<file path="src/rtl/crank_sync_decoder_pkg.sv">
// Shared types and constants for the missing-tooth crank decoder.
package crank_pkg;

    typedef enum logic [1:0] {
        StIdle   = 2'd0,
        StFirst  = 2'd1,
        StHunt   = 2'd2,
        StSynced = 2'd3
    } crank_state_e;

    // A period is a gap when it is at least prev + (prev >> GapShift), i.e. 1.5x.
    localparam int unsigned GapShift = 1;

    localparam int unsigned DefTeethTotal   = 60;
    localparam int unsigned DefTeethMissing = 2;

endpackage

</file>
<file path="src/rtl/crank_sync_decoder_edge_sync.sv">
// Two-stage synchronizer followed by a registered rising-edge pulse.
// Generic enough to serve the cam input as well.
module edge_sync (
    input  logic clock,
    input  logic reset_n,
    input  logic din,
    output logic rise
);

    logic [2:0] pipe;

    always_ff @(posedge clock or negedge reset_n) begin
        if (!reset_n) begin
            pipe <= '0;
            rise <= 1'b0;
        end else begin
            pipe <= {pipe[1:0], din};
            rise <= pipe[1] & ~pipe[2];
        end
    end

endmodule

</file>
<file path="src/rtl/crank_sync_decoder.sv">
// Missing-tooth crank decoder: measures tooth periods, finds the gap and
// tracks the tooth index, with sync declare/drop and stall detection.
module crank_sync_decoder
    import crank_pkg::*;
#(
    parameter int unsigned TEETH_TOTAL   = DefTeethTotal,
    parameter int unsigned TEETH_MISSING = DefTeethMissing,
    parameter int unsigned PERIOD_W      = 24,
    parameter int unsigned STALL_CLKS    = 2 ** 23,
    parameter int unsigned IDX_W         = $clog2(TEETH_TOTAL)
) (
    input  logic                clock,
    input  logic                reset_n,
    input  logic                tooth_in,
    output logic                sync,
    output logic [IDX_W-1:0]    tooth_idx,
    output logic                tooth_strobe,
    output logic [PERIOD_W-1:0] tooth_period,
    output logic                sync_loss,
    output logic                stall
);

    localparam logic [IDX_W-1:0]    LastIdx  = IDX_W'(TEETH_TOTAL - TEETH_MISSING - 1);
    localparam logic [PERIOD_W-1:0] StallCnt = PERIOD_W'(STALL_CLKS);

    crank_state_e        state;
    logic                tooth_edge;
    logic [PERIOD_W-1:0] cnt;
    logic [PERIOD_W-1:0] prev;
    logic [PERIOD_W:0]   gap_thresh;
    logic                gap;
    logic                at_last;
    logic                stall_hit;

    edge_sync u_edge_sync (
        .clock  (clock),
        .reset_n(reset_n),
        .din    (tooth_in),
        .rise   (tooth_edge)
    );

    // cnt holds the current period on the edge cycle, so it doubles as cur.
    assign gap_thresh = {1'b0, prev} + {1'b0, prev >> GapShift};
    assign gap        = {1'b0, cnt} >= gap_thresh;
    assign at_last    = tooth_idx == LastIdx;
    assign stall_hit  = !tooth_edge && (cnt == StallCnt) && (state != StIdle);

    always_ff @(posedge clock or negedge reset_n) begin
        if (!reset_n) begin
            cnt <= '0;
        end else if (tooth_edge) begin
            cnt <= PERIOD_W'(1);
        end else if (cnt != '1) begin
            cnt <= cnt + PERIOD_W'(1);
        end
    end

    always_ff @(posedge clock or negedge reset_n) begin
        if (!reset_n) begin
            state        <= StIdle;
            prev         <= '0;
            tooth_period <= '0;
            sync         <= 1'b0;
            tooth_idx    <= '0;
            tooth_strobe <= 1'b0;
            sync_loss    <= 1'b0;
            stall        <= 1'b0;
        end else begin
            tooth_strobe <= 1'b0;
            sync_loss    <= 1'b0;
            stall        <= 1'b0;
            if (tooth_edge) begin
                if (state != StIdle) begin
                    tooth_period <= cnt;
                    prev         <= cnt;
                end
                unique case (state)
                    StIdle:  state <= StFirst;
                    StFirst: state <= StHunt;
                    StHunt: begin
                        if (gap) begin
                            state        <= StSynced;
                            sync         <= 1'b1;
                            tooth_idx    <= '0;
                            tooth_strobe <= 1'b1;
                        end
                    end
                    StSynced: begin
                        if (at_last && gap) begin
                            tooth_idx    <= '0;
                            tooth_strobe <= 1'b1;
                        end else if (!at_last && !gap) begin
                            tooth_idx    <= tooth_idx + IDX_W'(1);
                            tooth_strobe <= 1'b1;
                        end else begin
                            // Gap missing at the last tooth, or arriving early.
                            state     <= StHunt;
                            sync      <= 1'b0;
                            tooth_idx <= '0;
                            sync_loss <= 1'b1;
                        end
                    end
                endcase
            end else if (stall_hit) begin
                stall     <= 1'b1;
                sync_loss <= (state == StSynced);
                state     <= StIdle;
                sync      <= 1'b0;
                tooth_idx <= '0;
            end
        end
    end

endmodule
</file>
<file path="config.mk">
export PLATFORM = sky130hd
export DESIGN_NAME = crank_sync_decoder
export DESIGN_NICKNAME = d
export VERILOG_FILES = /design/src/rtl/crank_sync_decoder_pkg.sv /design/src/rtl/crank_sync_decoder_edge_sync.sv /design/src/rtl/crank_sync_decoder.sv
export SDC_FILE = /design/constraint.sdc
export NUM_CORES = 1
export LEC_CHECK = 0
export BUFFER_PORTS_ARGS = -buffer_cell sky130_fd_sc_hd__buf_2
export CELL_PAD_IN_SITES_DETAIL_PLACEMENT = 1
export CELL_PAD_IN_SITES_GLOBAL_PLACEMENT = 2
export CORE_ASPECT_RATIO = 1.4
export CORE_UTILIZATION = 42
export DETAILED_ROUTE_END_ITERATION = 7
export GPL_ROUTABILITY_DRIVEN = 0
export PLACE_DENSITY = 0.9
export SLEW_MARGIN = 20
export SYNTH_ARGS = -nofsm -noshare
export SYNTH_HDL_FRONTEND = slang
export SYNTH_SLANG_ARGS = --single-unit
</file>
<file path="constraint.sdc">
create_clock -name clock -period 10.42 [get_ports clock]
set_clock_uncertainty 0.1 [all_clocks]
set_input_delay 2.084 -clock clock [delete_from_list [all_inputs] [get_ports clock]]
set_output_delay 2.084 -clock clock [all_outputs]
set_load 0.02 [all_outputs]
</file>
==> results.py <==
metrics = {
    "critical_path": {
        "crit_family": "compound AO/OA/AOI/OAI gates",
        "path_cells": "ha_1, inv_1, fa_1, nor2b_1, o31a_1, o211ai_1, o31ai_1, a21o_1, a21oi_1, xor2_1, ha_1, a21oi_1, nor2b_1, o21ai_0, o211ai_1, a2111o_1, o211ai_4, inv_1, ha_1, or3_1, or4_1, o211ai_1",
        "worstSetupPathType": "reg -> reg",
        "crit_path_start_kind": "flop",
        "r2r_slack_ns": 4.88,
        "worstSetupEndpointType": "flop",
        "r2r_cells": 22,
        "cp_num_buf_inv": 2,
        "slowest_stage": "or4_1",
        "crit_fanout": 6,
        "r2r_end": "tooth_idx[5]$_DFFE_PN0P_",
        "worstPathArrival_ns": 5.69,
        "required_ns": 10.57,
        "r2r_start": "prev[1]$_DFFE_PN0P_",
        "critPathMaxStageDelay_ns": 0.51,
    },
    "route": {
        "dr.pass1.iters": 4,
        "ant_nets": 0,
        "drt_iter0_markers": 154,
        "num_vias": 3761,
        "drc": 0,
        "wl_per_cell_um": 17.7,
        "wl_mm": 11.7,
        "drt-vias-per-instance": 5.67,
    },
    "synth": {
        "synth_top_cell_by_area": "dfrtp_1",
        "ys.flop_type": "dfrtp_1",
        "synthTopCellsByArea": "dfrtp_1 35%, ha_1 15%, mux2_2 5.7%",
        "yosys.cell_count.top_type": "dfrtp_1",
        "synthArstFlopShare_pct": 100,
        "ys_seq_area_share_pct": 35.1,
        "syn_area_um2": 4570,
        "synth_top_area_share_pct": 35.1,
        "synth_common_cells": "64 x dfrtp_1, 54 x ha_1, 41 x nor2_1",
        "netlist_instances": 479,
        "yosysWarnings": 0,
        "synth_cell_types": 59,
        "synth_fp_nets": 537,
        "avgSynthCellArea_um2": 9.53,
        "synth_edf_count": 0,
        "synth-seq-cells": 64,
    },
    "placement": {
        "port_buffers": 36,
        "hpwl_mm": 8.92,
        "pre_cts_ws_ns": 4.82,
        "placed_area_um2": 4900,
    },
    "clocking": {
        "post_cts_resized": 0,
        "path_clk_slew_ns": 0.06,
        "cts_setup_buffers": 0,
        "cts_buffers": 9,
        "clockBufferDepth": 2,
        "cts_hold_buf": 0,
        "cts_root_buf": "clkbuf_16",
        "cts_tree": "done",
        "clock_latency_ns": 0.34,
        "htreeDepth": 3,
        "clock-sinks": 64,
    },
    "pwr": {
        "p_per_area_nw_per_um2": 185,
        "ir_drop_mv": 0.152,
        "leakage_uw": 0.00258,
        "p_total_uw": 963,
    },
    "min_path": {
        "min_from": "u_edge_sync.pipe[0]$_DFF_PN0_",
        "hold_path_depth": 0,
        "hp-class": "reg -> reg",
        "hold-path-endpoint": "u_edge_sync.pipe[1]$_DFF_PN0_",
    },
    "timing": {
        "fin_ws_ns": 4.88,
        "rsz0062_at_grt": "false",
        "finalSetupViolations": 0,
        "tightest_slew_ns": 0.855,
        "min_period_ns": 5.54,
        "fmax_ghz": 0.181,
        "min_period_over_period_pct": 53.1,
        "final_hold_viol_count": 0,
        "slew_headroom_pct": 43.0,
        "slew_viol_final": 0,
        "fin_setup_tns_ns": 0,
    },
    "global_route": {
        "grt_max_degree": 65,
        "gr-total-overflow": 0,
        "grt_antenna_before_repair": 0,
        "grt_first_pass_wirelength_mm": 20.3,
        "grt_use_total_pct": 22.5,
        "grt_pass1_vias": 4102,
    },
    "cells_and_area": {
        "finalNetCount": 578,
        "synthToLayoutAreaGrowth_pct": 13.9,
        "n_antenna_cell": 0,
        "drive_gt1_share_pct": 17.0,
        "fin_area_um2": 5200,
    },
    "die": {
        "fp.dieArea_um2": 11300,
        "design.portCount": 37,
        "start_util_pct": 43.7,
        "die_h_um": 125,
        "rows": 44,
        "design.core.area_um2": 10500,
        "die_w_um": 90.1,
    },
    "run": {
        "max_cap_violations": 0,
    },
    "run_status": {
        "status": "finished, final reports clean",
    },
}
-- placed cells by master (no fill, tap or decap), types with 11 or more instances in the layout --
master / netlist / final
mux2_2: 23 / 23
ha_1: 54 / 54
dfrtp_1: 64 / 64
nand2_1: 30 / 30
xnor2_1: 14 / 14
inv_1: 23 / 23
o21ai_0: 19 / 19
nor2_1: 41 / 41
a21oi_1: 36 / 36
nand4_1: 11 / 11
nand3_1: 19 / 19
xor2_1: 27 / 27
buf_2: 0 / 36
-- flip-flops by register name, indices dropped and copies added (netlist names) --
name and count:
prev 24, u_edge_sync.rise 1, stall 1, cnt 24, sync_loss 1, u_edge_sync.pipe 3
tooth_strobe 1, state 2, tooth_idx 6, sync 1
-- how the worst max path moves through the flow --
stage,cells after the start,slack (ns),to,start
after CTS,22,4.81,tooth_idx[5]$_DFFE_PN0P_,prev[1]$_DFFE_PN0P_
after global routing,22,4.40,tooth_idx[5]$_DFFE_PN0P_,prev[1]$_DFFE_PN0P_
after detailed placement,22,4.82,tooth_idx[5]$_DFFE_PN0P_,prev[1]$_DFFE_PN0P_
after floorplan,23,5.37,tooth_idx[5]$_DFFE_PN0P_,prev[1]$_DFFE_PN0P_
final,22,4.88,tooth_idx[5]$_DFFE_PN0P_,prev[1]$_DFFE_PN0P_
after global placement,22,5.09,tooth_idx[5]$_DFFE_PN0P_,prev[1]$_DFFE_PN0P_
-- cells by family (layout without fill, tap and decap cells) --
kind of cell	after synthesis	in the layout	synth area share (%)
flip-flops	64	64	35.1
buffers and inverters	32	78	2.79
AO/OA/AOI/OAI	105	105	15.1
AND/OR/NAND/NOR	158	158	18.1
XOR/XNOR	41	41	7.86
multiplexers	24	24	5.89
adder cells (fa/ha/maj)	55	55	15.2
-- routing by layer --
metal / GRT usage, % / vias up / share of wire, %
met5: 0 / - / 0
met4: 7.87 / 0 / 2.0
met3: 3.65 / 17 / 1.9
met2: 41.7 / 36 / 54
met1: 26.0 / 1877 / 42
li1: - / 1831 / -
-- stage by stage --
stage	util [%]	instances	hold slack (ns)
6_report	49.7	663	0.255
5_1_grt	49.7	663	0.268
4_1_cts	49.7	663	0.257
3_5_place_dp	46.9	647	0.244
3_3_place_gp	46.9	647	0.235
2_1_floorplan	-	479	0.231
-- worst reg2reg max path, stage by stage, from the launching register on --
cell      delay (ns)
dfrtp_1         0.40
ha_1            0.21
inv_1           0.06
fa_1            0.40
nor2b_1         0.17
o31a_1          0.27
o211ai_1        0.18
o31ai_1         0.42
a21o_1          0.19
a21oi_1         0.07
xor2_1          0.16
ha_1            0.30
a21oi_1         0.14
nor2b_1         0.06
o21ai_0         0.15
o211ai_1        0.15
a2111o_1        0.48
o211ai_4        0.16
inv_1           0.08
ha_1            0.21
or3_1           0.49
or4_1           0.52
o211ai_1        0.10
-- power breakdown --
part           switching (µW)  total (µW)  internal [µW]  leakage, µW
combinational             201         347            146      0.00157
sequential               34.4         308            274     0.000862
clock                     117         309            191     0.000145
-- cell type report --
cell class / instances / area (µm²)
Tap cell: 138 / 173
Sequential cell: 64 / 1600
Fill cell: 1237 / 5260
Inverter: 23 / 86.3
Timing Repair Buffer: 39 / 203
Clock buffer: 11 / 243
Multi-Input combinational cell: 383 / 2840
Clock inverter: 5 / 56.3
Power figures use the tool's default switching activity.
